`src/rtl/isa_pkg.sv`:
```
// RV32 encoding constants, format classification and FSM state type shared by
// the instruction encoder/loader.
package isa_pkg;

  localparam logic [6:0] OP_LOAD   = 7'b0000011;
  localparam logic [6:0] OP_STORE  = 7'b0100011;
  localparam logic [6:0] OP_BRANCH = 7'b1100011;
  localparam logic [6:0] OP_IMM    = 7'b0010011;
  localparam logic [6:0] OP_JALR   = 7'b1100111;
  localparam logic [6:0] OP_JAL    = 7'b1101111;
  localparam logic [6:0] OP_R      = 7'b0110011;

  localparam logic [31:0] NOP = 32'h0000_0013;

  // Immediate limits in decoder units (B and J are halfword offsets).
  localparam int IMM12_MIN = -2048;
  localparam int IMM12_MAX = 2047;
  localparam int IMM20_MIN = -524288;
  localparam int IMM20_MAX = 524287;

  typedef enum logic [2:0] {
    FMT_I,
    FMT_S,
    FMT_B,
    FMT_J,
    FMT_R,
    FMT_ILLEGAL
  } fmt_e;

  typedef enum logic [1:0] {
    ST_IDLE,
    ST_LOAD,
    ST_DONE
  } state_e;

  function automatic fmt_e fmt_of(input logic [6:0] op);
    fmt_e f;
    case (op)
      OP_LOAD, OP_IMM, OP_JALR: f = FMT_I;
      OP_STORE:                 f = FMT_S;
      OP_BRANCH:                f = FMT_B;
      OP_JAL:                   f = FMT_J;
      OP_R:                     f = FMT_R;
      default:                  f = FMT_ILLEGAL;
    endcase
    return f;
  endfunction

  function automatic logic imm_in_range(input logic [31:0] imm, input int lo, input int hi);
    return ($signed(imm) >= lo) && ($signed(imm) <= hi);
  endfunction

endpackage

```
`src/rtl/instr_encoder_loader_if.sv`:
```
// Field-bundle input channel of the instruction encoder/loader.
// A bundle transfers on a clock edge where in_valid && in_ready; the master holds
// every field stable while in_valid is high and in_ready is low, and in_ready never
// depends on in_valid.
interface instr_encoder_loader_if #(
  parameter int WIDTH = 32
);
  logic             in_valid;
  logic             in_ready;
  logic             in_last;
  logic [6:0]       in_opcode;
  logic [4:0]       in_rd;
  logic [4:0]       in_rs1;
  logic [4:0]       in_rs2;
  logic [2:0]       in_funct3;
  logic [6:0]       in_funct7;
  logic [WIDTH-1:0] in_imm;

  modport master (
    output in_valid, in_last, in_opcode, in_rd, in_rs1, in_rs2, in_funct3, in_funct7, in_imm,
    input  in_ready
  );

  modport slave (
    input  in_valid, in_last, in_opcode, in_rd, in_rs1, in_rs2, in_funct3, in_funct7, in_imm,
    output in_ready
  );
endinterface

```
`src/rtl/instr_pack.sv`:
```
// Combinational RV32 packer: instruction fields plus decoder-unit immediate
// to a 32-bit word and a legality flag.
module instr_pack
  import isa_pkg::*;
(
  input  logic [6:0]  opcode_i,
  input  logic [4:0]  rd_i,
  input  logic [4:0]  rs1_i,
  input  logic [4:0]  rs2_i,
  input  logic [2:0]  funct3_i,
  input  logic [6:0]  funct7_i,
  input  logic [31:0] imm_i,
  output logic [31:0] word_o,
  output logic        legal_o
);
  fmt_e fmt;

  always_comb begin
    fmt     = fmt_of(opcode_i);
    word_o  = NOP;
    legal_o = 1'b0;
    case (fmt)
      FMT_I: begin
        word_o  = {imm_i[11:0], rs1_i, funct3_i, rd_i, opcode_i};
        legal_o = imm_in_range(imm_i, IMM12_MIN, IMM12_MAX);
      end
      FMT_S: begin
        word_o  = {imm_i[11:5], rs2_i, rs1_i, funct3_i, imm_i[4:0], opcode_i};
        legal_o = imm_in_range(imm_i, IMM12_MIN, IMM12_MAX);
      end
      // B and J immediates arrive already divided by two, so bit k here is
      // bit k+1 of the byte offset in the ISA manual's layout.
      FMT_B: begin
        word_o  = {imm_i[11], imm_i[9:4], rs2_i, rs1_i, funct3_i, imm_i[3:0], imm_i[10], opcode_i};
        legal_o = imm_in_range(imm_i, IMM12_MIN, IMM12_MAX);
      end
      FMT_J: begin
        word_o  = {imm_i[19], imm_i[9:0], imm_i[10], imm_i[18:11], rd_i, opcode_i};
        legal_o = imm_in_range(imm_i, IMM20_MIN, IMM20_MAX);
      end
      FMT_R: begin
        word_o  = {funct7_i, rs2_i, rs1_i, funct3_i, rd_i, opcode_i};
        legal_o = 1'b1;
      end
      default: ;
    endcase
  end
endmodule

```
`src/rtl/instr_encoder_loader.sv`:
```
// Encodes field bundles and streams them to instruction memory at consecutive addresses.
// Build option NOP_PAD_EN: rejected bundles write a NOP instead of being dropped.
module instr_encoder_loader
  import isa_pkg::*;
#(
  parameter int WIDTH     = 32,
  parameter int ADDR_W    = 10,
  parameter int BASE_ADDR = 0,
  parameter int DEPTH     = 1024
) (
  input  logic                  clk,
  input  logic                  rst_n,
  input  logic                  start,
  instr_encoder_loader_if.slave in_if,
  output logic                  mem_we,
  output logic [ADDR_W-1:0]     mem_addr,
  output logic [WIDTH-1:0]      mem_wdata,
  output logic                  busy,
  output logic                  done,
  output logic                  err,
  output logic [7:0]            err_cnt,
  output logic [ADDR_W:0]       word_cnt,
  output state_e                dbg_state_o
);
  localparam logic [ADDR_W:0]   DEPTH_W = (ADDR_W+1)'(DEPTH);
  localparam logic [ADDR_W-1:0] BASE_W  = ADDR_W'(BASE_ADDR);

  state_e            state_q, state_d;
  logic [ADDR_W-1:0] ptr_q, ptr_d;
  logic [ADDR_W:0]   cnt_q, cnt_d;
  logic              err_q, err_d;
  logic [7:0]        err_cnt_q, err_cnt_d;
  logic              stg_valid_q, stg_valid_d;
  logic              stg_last_q, stg_last_d;
  logic [WIDTH-1:0]  stg_word_q, stg_word_d;
  logic [31:0]       pack_word;
  logic              pack_legal;
  logic              accept;
  logic              full_resv;

  instr_pack u_pack (
    .opcode_i (in_if.in_opcode),
    .rd_i     (in_if.in_rd),
    .rs1_i    (in_if.in_rs1),
    .rs2_i    (in_if.in_rs2),
    .funct3_i (in_if.in_funct3),
    .funct7_i (in_if.in_funct7),
    .imm_i    (in_if.in_imm),
    .word_o   (pack_word),
    .legal_o  (pack_legal)
  );

  // The staged word is counted as already written so a full memory never
  // accepts one bundle too many.
  assign full_resv      = (cnt_q + (ADDR_W+1)'(stg_valid_q)) >= DEPTH_W;
  assign in_if.in_ready = (state_q == ST_LOAD) && !(stg_valid_q && stg_last_q) && !full_resv;
  assign accept         = in_if.in_valid && in_if.in_ready;

  always_comb begin
    state_d     = state_q;
    ptr_d       = ptr_q;
    cnt_d       = cnt_q;
    err_d       = err_q;
    err_cnt_d   = err_cnt_q;
    stg_valid_d = 1'b0;
    stg_last_d  = 1'b0;
    stg_word_d  = stg_word_q;

    if (stg_valid_q) begin
      ptr_d = ptr_q + ADDR_W'(1);
      cnt_d = cnt_q + (ADDR_W+1)'(1);
    end

    if (accept) begin
`ifdef NOP_PAD_EN
      stg_valid_d = 1'b1;
      stg_last_d  = in_if.in_last;
      stg_word_d  = pack_legal ? pack_word : NOP;
`else
      if (pack_legal) begin
        stg_valid_d = 1'b1;
        stg_last_d  = in_if.in_last;
        stg_word_d  = pack_word;
      end
`endif
      if (!pack_legal) begin
        err_d     = 1'b1;
        err_cnt_d = (err_cnt_q == 8'hFF) ? 8'hFF : err_cnt_q + 8'd1;
      end
    end

    case (state_q)
      ST_IDLE, ST_DONE: begin
        if (start) begin
          state_d   = ST_LOAD;
          ptr_d     = BASE_W;
          cnt_d     = '0;
          err_d     = 1'b0;
          err_cnt_d = 8'd0;
        end
      end
      ST_LOAD: begin
        // A dropped last bundle ends the session at once; a written one ends
        // it on its write edge.
        if (accept && in_if.in_last && !stg_valid_d) begin
          state_d = ST_DONE;
        end else if (stg_valid_q && stg_last_q) begin
          state_d = ST_DONE;
        end else if ((cnt_q == DEPTH_W) && !stg_valid_q && in_if.in_valid) begin
          err_d   = 1'b1;
          state_d = ST_DONE;
        end
      end
      default: state_d = ST_IDLE;
    endcase
  end

  always_ff @(posedge clk or negedge rst_n) begin
    if (!rst_n) begin
      state_q     <= ST_IDLE;
      ptr_q       <= BASE_W;
      cnt_q       <= '0;
      err_q       <= 1'b0;
      err_cnt_q   <= 8'd0;
      stg_valid_q <= 1'b0;
      stg_last_q  <= 1'b0;
      stg_word_q  <= '0;
    end else begin
      state_q     <= state_d;
      ptr_q       <= ptr_d;
      cnt_q       <= cnt_d;
      err_q       <= err_d;
      err_cnt_q   <= err_cnt_d;
      stg_valid_q <= stg_valid_d;
      stg_last_q  <= stg_last_d;
      stg_word_q  <= stg_word_d;
    end
  end

  assign mem_we      = stg_valid_q;
  assign mem_addr    = stg_valid_q ? ptr_q : '0;
  assign mem_wdata   = stg_valid_q ? stg_word_q : '0;
  assign busy        = (state_q == ST_LOAD);
  assign done        = (state_q == ST_DONE);
  assign err         = err_q;
  assign err_cnt     = err_cnt_q;
  assign word_cnt    = cnt_q;
  assign dbg_state_o = state_q;
endmodule

```
`src/flat_wrapper.sv`:
```
// flat-port wrapper written by rule: the top's interface ports become plain ports
module instr_encoder_loader_flat import isa_pkg::*;
#(
  parameter int WIDTH     = 32,
  parameter int ADDR_W    = 10,
  parameter int BASE_ADDR = 0,
  parameter int DEPTH     = 1024
)
  (clk, rst_n, start, mem_we, mem_addr, mem_wdata, busy, done, err, err_cnt, word_cnt, dbg_state_o, in_if_in_valid, in_if_in_last, in_if_in_opcode, in_if_in_rd, in_if_in_rs1, in_if_in_rs2, in_if_in_funct3, in_if_in_funct7, in_if_in_imm, in_if_in_ready);
  instr_encoder_loader_if #(.WIDTH(WIDTH)) in_if_i ();
  input  logic clk;
  input  logic rst_n;
  input  logic start;
  output logic mem_we;
  output logic [ADDR_W-1:0] mem_addr;
  output logic [WIDTH-1:0] mem_wdata;
  output logic busy;
  output logic done;
  output logic err;
  output logic [7:0] err_cnt;
  output logic [ADDR_W:0] word_cnt;
  output state_e dbg_state_o;
  input wire logic [$bits(in_if_i.in_valid)-1:0] in_if_in_valid;
  input wire logic [$bits(in_if_i.in_last)-1:0] in_if_in_last;
  input wire logic [$bits(in_if_i.in_opcode)-1:0] in_if_in_opcode;
  input wire logic [$bits(in_if_i.in_rd)-1:0] in_if_in_rd;
  input wire logic [$bits(in_if_i.in_rs1)-1:0] in_if_in_rs1;
  input wire logic [$bits(in_if_i.in_rs2)-1:0] in_if_in_rs2;
  input wire logic [$bits(in_if_i.in_funct3)-1:0] in_if_in_funct3;
  input wire logic [$bits(in_if_i.in_funct7)-1:0] in_if_in_funct7;
  input wire logic [$bits(in_if_i.in_imm)-1:0] in_if_in_imm;
  output wire logic [$bits(in_if_i.in_ready)-1:0] in_if_in_ready;
  assign in_if_i.in_valid = in_if_in_valid;
  assign in_if_i.in_last = in_if_in_last;
  assign in_if_i.in_opcode = in_if_in_opcode;
  assign in_if_i.in_rd = in_if_in_rd;
  assign in_if_i.in_rs1 = in_if_in_rs1;
  assign in_if_i.in_rs2 = in_if_in_rs2;
  assign in_if_i.in_funct3 = in_if_in_funct3;
  assign in_if_i.in_funct7 = in_if_in_funct7;
  assign in_if_i.in_imm = in_if_in_imm;
  assign in_if_in_ready = in_if_i.in_ready;
  instr_encoder_loader #(.WIDTH(WIDTH), .ADDR_W(ADDR_W), .BASE_ADDR(BASE_ADDR), .DEPTH(DEPTH)) u_core (.clk(clk), .rst_n(rst_n), .start(start), .in_if(in_if_i), .mem_we(mem_we), .mem_addr(mem_addr), .mem_wdata(mem_wdata), .busy(busy), .done(done), .err(err), .err_cnt(err_cnt), .word_cnt(word_cnt), .dbg_state_o(dbg_state_o));
endmodule
```
`config.mk`:
```
export PLATFORM = sky130hd
export DESIGN_NAME = instr_encoder_loader_flat
export DESIGN_NICKNAME = d
export VERILOG_FILES = /design/src/rtl/isa_pkg.sv /design/src/rtl/instr_encoder_loader_if.sv /design/src/rtl/instr_pack.sv /design/src/rtl/instr_encoder_loader.sv /design/src/flat_wrapper.sv
export SDC_FILE = /design/constraint.sdc
export NUM_CORES = 1
export LEC_CHECK = 0
export ABC_AREA = 1
export ABC_CLOCK_PERIOD_IN_PS = 2100
export CAP_MARGIN = 20
export CORE_MARGIN = 2
export CORE_UTILIZATION = 43
export CTS_CLUSTER_SIZE = 30
export DETAILED_ROUTE_END_ITERATION = 12
export PLACE_DENSITY_LB_ADDON = 0.12
export SYNTH_ARGS = -nofsm -noshare
export SYNTH_HDL_FRONTEND = slang
export SYNTH_SLANG_ARGS = --single-unit
```
`constraint.sdc`:
```
create_clock -name clk -period 2.1 [get_ports clk]
set_clock_uncertainty 0.2 [all_clocks]
set_input_delay 0.42 -clock clk [delete_from_list [all_inputs] [get_ports clk]]
set_output_delay 0.42 -clock clk [all_outputs]
set_load 0.01 [all_outputs]
```
==> reports/results.txt, run 1 <==
The run finished, with violations left. The final reports fail on negative setup slack. Most instantiated library cell after synthesis: sky130_fd_sc_hd__nand2_1.

STA classifies the critical path startpoint as a flop. Setup repair after global routing could not meet its margin everywhere. Leakage power: 4.14 nW. The number of buffers and inverters on the critical path is 5, and the portion of synthesized cell area occupied by the leading cell type is 0.374. Among the stages of the critical path, the cell type that occurs most often is sky130_fd_sc_hd__nand2_1. After synthesis, the mean cell area works out to 6.46 um^2.

The run gives 37 as the number of distinct library cell variants in the gate-level netlist after synthesis. The placed instances occupy a cell area of 6250 um^2. The share of flip-flops with an asynchronous set or reset came out at 1.00. The minimum setup slack in the final design is -0.238 ns. The detail route stage leaves a number of antenna-violating nets equal to 0.

The number of nets in the synthesized netlist is 759. The top cell family by delay on the critical path was simple AND/OR/NAND/NOR gates. Yosys mapped a number of flops with a built-in enable equal to 0. The first TritonRoute pass finished after 5 iterations.

The time the worst path needs with I/O delays and setup is 2.34 ns, and the detail-routed net length per standard cell is 15.3 um. The tools report the effective utilization at floorplan as 0.447. After synthesis, the cell types taking the most area are sky130_fd_sc_hd__dfrtp_1, sky130_fd_sc_hd__nand2_1, sky130_fd_sc_hd__inv_1. The share of the core filled with cells in the final layout is 0.727, and the number of flip-flops and latches in the synthesized netlist is 66. The startpoint-to-endpoint class of the critical path is flop to flop. The per-cell via count in the routed design was 5.14. The remaining global-route overflow is 0, and the clock slew at the register clock pins of the worst setup and hold paths is 0.08 ns.

The die covers 11100 um^2. From left edge to right edge, the die measures 105 um. H-tree depth: 3. Final cycle utilization of the critical path: 1.11.

From synthesis to final layout, the design area changed by 62.5%. The highest-delay cell along the critical path is sky130_fd_sc_hd__dfrtp_2. The logs give 0.516 for the worst-case headroom to the max-slew limit and 2.19 ns for the worst endpoint required time. Fraction of final layout cells sized beyond drive strength 1: 0.251.

Once layout is complete, the cells apart from fillers number 1025. The slew of the pin with the lowest slew margin came out at 0.725 ns. Leading register cell type out of synthesis: sky130_fd_sc_hd__dfrtp_1. IR analysis of the VDD net gives a maximum drop of 0.324 mV. Power spread over the standard cell area amounts to 531 nW/um^2. Ranked by instance count, the synthesized netlist is headed by sky130_fd_sc_hd__nand2_1, sky130_fd_sc_hd__inv_1, sky130_fd_sc_hd__nor2_1. After routing the design area is 7170 um^2. The first global-routing pass estimated 23.2 mm of wire. Counting along the longest clock path gives a buffer depth of 2. For this design, the sink count on the clock tree is 66. The sum of net half-perimeters after detailed placement is 9.87 mm.

The summed instance area of the synthesized netlist came out at 4410 um^2. TritonCTS created 9 clock buffers. Entering global routing, the biggest net connects 67 pins. The global-route total usage across every layer is 0.263.

The first routing iteration left 313 violations. The floorplan step set the die height to 105 um. Hold is met by 0.235 ns. Adding up every negative setup slack in the final design gives -4.91 ns.

Once placement completed, the tool counted placed cells totaling 979. The core area is 9860 um^2. For this run, the number of Yosys warnings is 0.

Of all cell types, the one taking the most synthesized area is sky130_fd_sc_hd__dfrtp_1. The sequential-to-total area share from yosys stat came out at 0.374. The site row count came out at 36. For the number of remaining DRC errors, the log shows 0. The tree is rooted in a sky130_fd_sc_hd__clkbuf_8. The data arrival time of the critical path was 2.42 ns; the number of hold-slack violations in the final timing report was 0.

The path class of the tightest hold or removal check is input pin to flop. Along the worst path, the maximum fanout reaches 6. The post-route total power is 3.81 mW, and the number of setup violations in the final report is 60. The tools report the total wirelength of the detailed-routed design as 15.7 mm. TritonCTS built the clock tree. After filler insertion, the fill cell instance count of the layout stands at 769. Clock latency on the worst-skew pair, taken at its later pin, is 0.36 ns.

The tools report the number of slew-limit violations in the final report as 0. The worst setup path is captured at a flop. The delay contributed by the slowest stage of the critical path works out to 0.44 ns. The run gives 0.428 GHz as the peak clock frequency supported by timing. Prior to clock tree synthesis, the placed netlist has a worst setup slack of -0.357 ns. The final route contains 5271 vias. The number of global-route vias before repair was 4946. Synthesis produced 683 cells. Reported max-cap violation count: 0. Setup slack on the worst reg-to-reg path comes out at -0.24 ns. For the number of diodes, the log shows 0. The number of buffer cells added on primary ports works out to 136.

At the end of routability-driven placement, the weighted congestion stood at 0.875. The final net count was 963; the number of top-level design ports was 137. Walking the worst path, the cells encountered are ha_4, ha_4, nand2_4, nor2_4, nand3_2, nand2_1, nand2_1, nand2_2, buf_6, nor2_4, buf_6, nand2_8, clkinv_8, buf_12, buf_12, nand2_1, nand2_1. The tools report the initial antenna violation count as 0.
-- kinds of logic (layout without fill, tap and decap cells) --
group | count (synthesis) | count (layout) | share of synthesized area
DFF | 66 | 66 | 0.374
AOI/OAI and AO/OA | 89 | 89 | 0.116
xor gates and xnor gates | 6 | 6 | 0.0119
and+or+nand+nor | 381 | 381 | 0.357
adders and majority gates | 7 | 7 | 0.0199
buffers and inverters | 134 | 343 | 0.121
-- placed cells by master, fill, tap and decap left out, types with 4 or more instances in the layout --
| cell | instances |
|---|---|
| sky130_fd_sc_hd__a211oi_1 | 6 |
| sky130_fd_sc_hd__ha_1 | 5 |
| sky130_fd_sc_hd__buf_2 | 32 |
| sky130_fd_sc_hd__o21ai_0 | 19 |
| sky130_fd_sc_hd__nand2_1 | 206 |
| sky130_fd_sc_hd__a22oi_1 | 4 |
| sky130_fd_sc_hd__nor2_1 | 66 |
| sky130_fd_sc_hd__dfrtp_1 | 65 |
| sky130_fd_sc_hd__buf_6 | 14 |
| sky130_fd_sc_hd__xor2_1 | 4 |
| sky130_fd_sc_hd__dlymetal6s2s_1 | 20 |
| sky130_fd_sc_hd__buf_4 | 43 |
| sky130_fd_sc_hd__inv_2 | 7 |
| sky130_fd_sc_hd__o21a_1 | 5 |
| sky130_fd_sc_hd__nand3_2 | 4 |
| sky130_fd_sc_hd__nor2_4 | 4 |
| sky130_fd_sc_hd__nor2_2 | 4 |
| sky130_fd_sc_hd__nand3_1 | 19 |
| sky130_fd_sc_hd__clkbuf_8 | 12 |
| sky130_fd_sc_hd__clkdlybuf4s50_1 | 70 |
| sky130_fd_sc_hd__clkbuf_16 | 5 |
| sky130_fd_sc_hd__nand2_4 | 9 |
| sky130_fd_sc_hd__nor3_1 | 12 |
| sky130_fd_sc_hd__nand2_2 | 40 |
| sky130_fd_sc_hd__o21ai_2 | 10 |
| sky130_fd_sc_hd__nand4_1 | 5 |
| sky130_fd_sc_hd__clkdlybuf4s15_1 | 7 |
| sky130_fd_sc_hd__inv_1 | 101 |
| sky130_fd_sc_hd__o22ai_1 | 11 |
| sky130_fd_sc_hd__buf_12 | 12 |
| sky130_fd_sc_hd__a21oi_1 | 25 |
-- final cells by class --
cell class	instances	area, um^2	area share
Clock buffer	14	173	0.0241
Clock inverter	2	10.0	0.00140
Inverter	111	435	0.0608
Multi-Input combinational cell	483	2550	0.355
Sequential cell	66	1650	0.231
Tap cell	133	166	0.0232
Timing Repair Buffer	215	2180	0.304
Timing Repair inverter	1	5.00	0.000698
-- flip-flops by register name, indices dropped and copies added (netlist names) --
signal              count
u_core.dbg_state_o      2
u_core.word_cnt        11
u_core.stg_word_q      32
u_core.mem_we           1
u_core.err              1
u_core.err_cnt          8
u_core.stg_last_q       1
u_core.ptr_q           10
-- what timing repair did --
item | 4_1_cts | 5_1_grt
endpoints found under the setup margin | 86 | 87
gates cloned | 6 | 6
resized for setup | 198 | 130
setup buffers | 11 | 15
hold buffers | 1 | 0
pin swaps | 15 | 33
endpoints found under the hold margin | 66 | 0
-- metal layers --
metal	wire [um]	GRT usage	vias to the layer above
met5	0	0	-
met4	283	0.0848	0
met3	1090	0.0526	23
met2	8080	0.476	230
met1	6250	0.309	2501
li1	-	-	2517
-- worst min-delay path, cell delays in order --
cell                             delay [ns]
sky130_fd_sc_hd__dlymetal6s2s_1        0.16
sky130_fd_sc_hd__inv_2                 0.11
sky130_fd_sc_hd__o21ai_2               0.06
-- final timing paths --
path | start | end | cells after the start
hold / removal | in_if_in_opcode[5] | u_core.stg_word_q[5] | 3
max in group asynchronous | rst_n | u_core.mem_we | 3
setup / recovery | u_core.mem_we | u_core.stg_word_q[24] | 17
setup reg to reg | u_core.mem_we | u_core.stg_word_q[24] | 17
hold reg to reg | u_core.ptr_q[9] | u_core.ptr_q[9] | 1
min in group asynchronous | rst_n | u_core.word_cnt[4] | 3
-- power by group --
part           internal, mW  switching [mW]  total (mW)  leakage [nW]
Clock                 0.523           0.509        1.03        0.0965
Combinational         0.618           0.636        1.25          3.14
Sequential             1.39           0.131        1.52         0.905
Total                  2.53            1.28        3.81          4.14
(Power assumes the default switching activity.)
==> run 2: changes to the inputs <==
--- a/config.mk
+++ b/config.mk
@@ -7,12 +7,12 @@
 export LEC_CHECK = 0
 export ABC_AREA = 1
 export ABC_CLOCK_PERIOD_IN_PS = 2100
-export CAP_MARGIN = 20
-export CORE_MARGIN = 2
+export CORE_MARGIN = 10
 export CORE_UTILIZATION = 43
 export CTS_CLUSTER_SIZE = 30
 export DETAILED_ROUTE_END_ITERATION = 12
 export PLACE_DENSITY_LB_ADDON = 0.12
+export SLEW_MARGIN = 10
 export SYNTH_ARGS = -nofsm -noshare
 export SYNTH_HDL_FRONTEND = slang
 export SYNTH_SLANG_ARGS = --single-unit
==> run 2 against run 1 <==
The flow still finishes with violations (negative setup slack); global-route usage fell by 5.5 points; first-iteration DRC count rose by 33%; sequential share of layout area rose by 0.32 points; highest routed layer unchanged; power rose by 3.7%.
==> reports/results.txt, run 2 (synthesized netlist as in run 1, its figures left out) <==
Number of hold-slack violations in the final timing report: 0 (unchanged). The startpoint-to-endpoint class of the critical path was flop to output pin. The worst-case headroom to the max-slew limit was 0.487 (-0.0294); the clock slew at the register clock pins of the worst setup and hold paths was 0.08 ns (about the same). The logs give 25.0 mm (+7.7%) for the first-pass GRT wire length and 137 (unchanged) for the number of top-level design ports. The slew of the pin with the lowest slew margin is 0.769 ns (+0.0441 ns).

In the layout the commonest cells are sky130_fd_sc_hd__nand2_1, sky130_fd_sc_hd__inv_1, sky130_fd_sc_hd__clkdlybuf4s50_1. The logs give 2.68 mW (+6.0%) for the total internal power and 2 (unchanged) for the maximum clock path buffer count. Most flop-heavy register: u_core.stg_word_q.

The checks that failed: negative setup slack. The flip-flop count of the largest register, all copies and words added works out to 32 (unchanged). Time the worst path needs with I/O delays and setup: 2.33 ns (-0.00774 ns).

Layout filler cell count: 783 (+1.8%). The switching share of power is 0.320 (-0.0149). The number of buffers and inverters on the critical path came out at 2 (-3). The combinational cell fraction of total power was 0.314 (-0.015); the switching power summed over all nets was 1.26 mW (-0.94%). The number of setup violations in the final report came out at 65 (+8.3%). TritonCTS built the clock tree. The areal power density over the cells works out to 559 nW/um^2 (+5.1%). Number of global-route vias before repair: 5136 (+3.8%). The tools report the capturing element type of the critical path as an output pin. The run finished, with violations left. STA classifies the critical path startpoint as a flop. The fraction of final layout cells sized beyond drive strength 1 was 0.248 (-0.00282).

The number of buffers inserted during clock tree synthesis was 9 (unchanged); the final net count was 953 (-1.0%). The run gives 0 (unchanged) as the number of remaining DRC errors. The tools report the clock tree root buffer cell as sky130_fd_sc_hd__clkbuf_8. The run gives 0.447 (unchanged) as the effective utilization at floorplan. The remaining global-route overflow came out at 0 (unchanged). The detail-routed net length per standard cell is 15.3 um (about the same), and the clock power share is 0.301 (+0.030).

The leakage power came out at 4.01 nW (-3.1%). Global-route total usage across every layer: 0.208 (-0.0546). The highest metal layer carrying signal wires in the routed design is met4.

Setup repair after global routing could not meet its margin everywhere. The run gives 0.385 (-0.015) as the share of total power in sequential cells. The run gives 6250 um^2 (unchanged) as the cell area after placement. The critical path goes through ha_4, ha_4, nand2_4, nor2_4, nand3_2, nand2_1, nand2_1, nand2_2, inv_1, buf_2.

The total via count after detailed routing was 5080 (-3.6%). The final cycle utilization of the critical path is 1.11 (-0.00369). The x dimension of the die works out to 121 um (+15%).

The die height came out at 121 um (+15%). The first-pass iteration count of the detailed router came out at 5 (unchanged). The initial antenna violation count was 0 (unchanged).

The biggest fanout along the worst timing path was 3 (-3); the area of the die was 14700 um^2 (+33%). The reported max-cap violation count was 0 (unchanged); the detailed-routed wire length on met2 was 7.68 mm (-4.9%). Cell area after layout: 7070 um^2 (-1.4%). Peak clock frequency supported by timing: 0.429 GHz (+0.33%). Number of diodes: 0 (unchanged). The most common cell after layout, fill and taps aside is sky130_fd_sc_hd__nand2_1. The core area is 9860 um^2 (unchanged), and the delay contributed by the slowest stage of the critical path is 0.46 ns (+0.02 ns).

The number of DRC violations after detailed-routing iteration 0 was 416 (+33%); the data arrival time of the critical path was 1.71 ns (-0.71 ns). The run gives 3 (unchanged) as the H-tree depth. Among all stages on the critical path, the largest delay is contributed by sky130_fd_sc_hd__dfrtp_2. For the minimum setup slack in the final design, the log shows -0.230 ns (+0.00774 ns). For the largest net degree at the start of global routing, the log shows 67 (unchanged).

The number of slew-limit violations in the final report was 0 (unchanged). The tools report the remaining number of nets flagged by the antenna check after routing as 0 (unchanged). The total wirelength of the detailed-routed design came out at 15.5 mm (-1.1%). The number of buffer cells added on primary ports was 136 (unchanged); the per-cell via count in the routed design was 5.00 (-2.7%).

Sum of net half-perimeters after detailed placement: 10.9 mm (+11%). The site row count is 36 (unchanged), and the met3 layer wire length in the routed design is 1.38 mm (+27%). Worst endpoint required time: 1.48 ns (-0.71 ns).

TritonCTS sink count: 66 (unchanged). The tools report the sum of routed wire segments on met1 as 6.16 mm (-1.5%). Top cell family by delay on the critical path: flip-flops. For the final weighted congestion in routability-driven placement, the log shows 0.920 (+5.2%). Compared with the post-synthesis result, the final layout area differs by 60.2%. For the clock latency on the worst-skew pair, the log shows 0.36 ns (about the same).

The worst-case hold slack came out at 0.258 ns (+0.0236 ns). The largest voltage drop on the vdd net was 0.439 mV (+36%). Class of the tightest hold or removal check: input pin to flop.
[run 2: cell count changes in the layout (fill, tap and decap cells not counted), moves of 3 or more]
cell,previous run,this run
sky130_fd_sc_hd__clkdlybuf4s15_1,7,1
sky130_fd_sc_hd__buf_2,32,20
sky130_fd_sc_hd__clkbuf_2,3,15
sky130_fd_sc_hd__clkbuf_16,5,1
sky130_fd_sc_hd__nand2_1,206,200
sky130_fd_sc_hd__dlymetal6s2s_1,20,10
sky130_fd_sc_hd__nand2_2,40,43
sky130_fd_sc_hd__nand2_4,9,13
sky130_fd_sc_hd__buf_4,43,36
sky130_fd_sc_hd__clkdlybuf4s50_1,70,86
[run 2: final cells by class]
type / count / area (um^2) / area share
timing repair inverter: 1 / 8.76 / 0.00124
tap: 133 / 166 / 0.0235
clock inverter: 1 / 30.0 / 0.00425
sequential: 66 / 1650 / 0.234
clock buffer: 15 / 186 / 0.0264
inverter: 111 / 432 / 0.0611
multi-input combinational: 483 / 2550 / 0.361
timing repair buffer: 205 / 2040 / 0.288
[run 2: through the flow]
step | utilization | power (mW) | cells | setup slack, ns | setup TNS (ns)
5_1_grt | 0.717 | 4.16 | 1015 | -0.318 | -14.91
6_report | 0.717 | 3.95 | 1015 | -0.230 | -9.52
3_3_place_gp | 0.633 | 2.59 | 979 | -0.313 | -15.89
3_5_place_dp | 0.633 | 2.63 | 979 | -0.366 | -18.60
2_1_floorplan | - | 2.02 | 683 | 0.0285 | 0
4_1_cts | 0.698 | 3.91 | 1010 | -0.271 | -9.81
[run 2: routing by layer]
layer	up-vias	track usage
met2	189	0.361
li1	2510	-
met4	0	0.0835
met5	-	0
met3	31	0.0628
met1	2350	0.233
[run 2: repair_timing]
item / 4_1_cts / 5_1_grt
buffers inserted: 9 / 6
setup endpoints to repair: 90 / 87
gates resized for setup: 208 / 90
hold buffers: 1 / 0
pin swaps: 35 / 17
gates cloned: 7 / 1
endpoints found under the hold margin: 66 / 0
[run 2: worst reg2reg max path: stages (launching register included)]
cell and delay, ns:
sky130_fd_sc_hd__dfrtp_2 0.46, sky130_fd_sc_hd__ha_4 0.18, sky130_fd_sc_hd__ha_4 0.16, sky130_fd_sc_hd__nand2_4 0.06
sky130_fd_sc_hd__nor2_4 0.04, sky130_fd_sc_hd__nand3_2 0.07, sky130_fd_sc_hd__nand2_1 0.05, sky130_fd_sc_hd__nand2_1 0.08
sky130_fd_sc_hd__nand2_2 0.06, sky130_fd_sc_hd__buf_6 0.12, sky130_fd_sc_hd__nor2_4 0.21, sky130_fd_sc_hd__nand2_8 0.13
sky130_fd_sc_hd__buf_4 0.16, sky130_fd_sc_hd__buf_12 0.13, sky130_fd_sc_hd__nand2_1 0.06, sky130_fd_sc_hd__nand2_1 0.05
[run 2: final timing paths]
check                                              to                  start  slack [ns]  depth (start not counted)
max in group asynchronous               u_core.mem_we                  rst_n        0.97                          3
worst min-delay path             u_core.stg_word_q[6]     in_if_in_opcode[6]        0.26                          3
worst max-delay path                   in_if_in_ready          u_core.mem_we       -0.23                         10
worst max register to register  u_core.stg_word_q[13]          u_core.mem_we       -0.22                         15
min in group asynchronous          u_core.word_cnt[4]                  rst_n        0.42                          3
worst min register to register  u_core.stg_word_q[30]  u_core.stg_word_q[30]        0.29                          2
[run 2: power by group through the flow]
| stage | clock network, mW | logic (mW) | registers, mW |
|---|---|---|---|
| after floorplan | 0 | 0.475 | 1.54 |
| after global placement | 0 | 1.07 | 1.52 |
| after detailed placement | 0 | 1.10 | 1.52 |
| after CTS | 1.20 | 1.20 | 1.51 |
| after global routing | 1.25 | 1.36 | 1.54 |
| final | 1.19 | 1.24 | 1.52 |
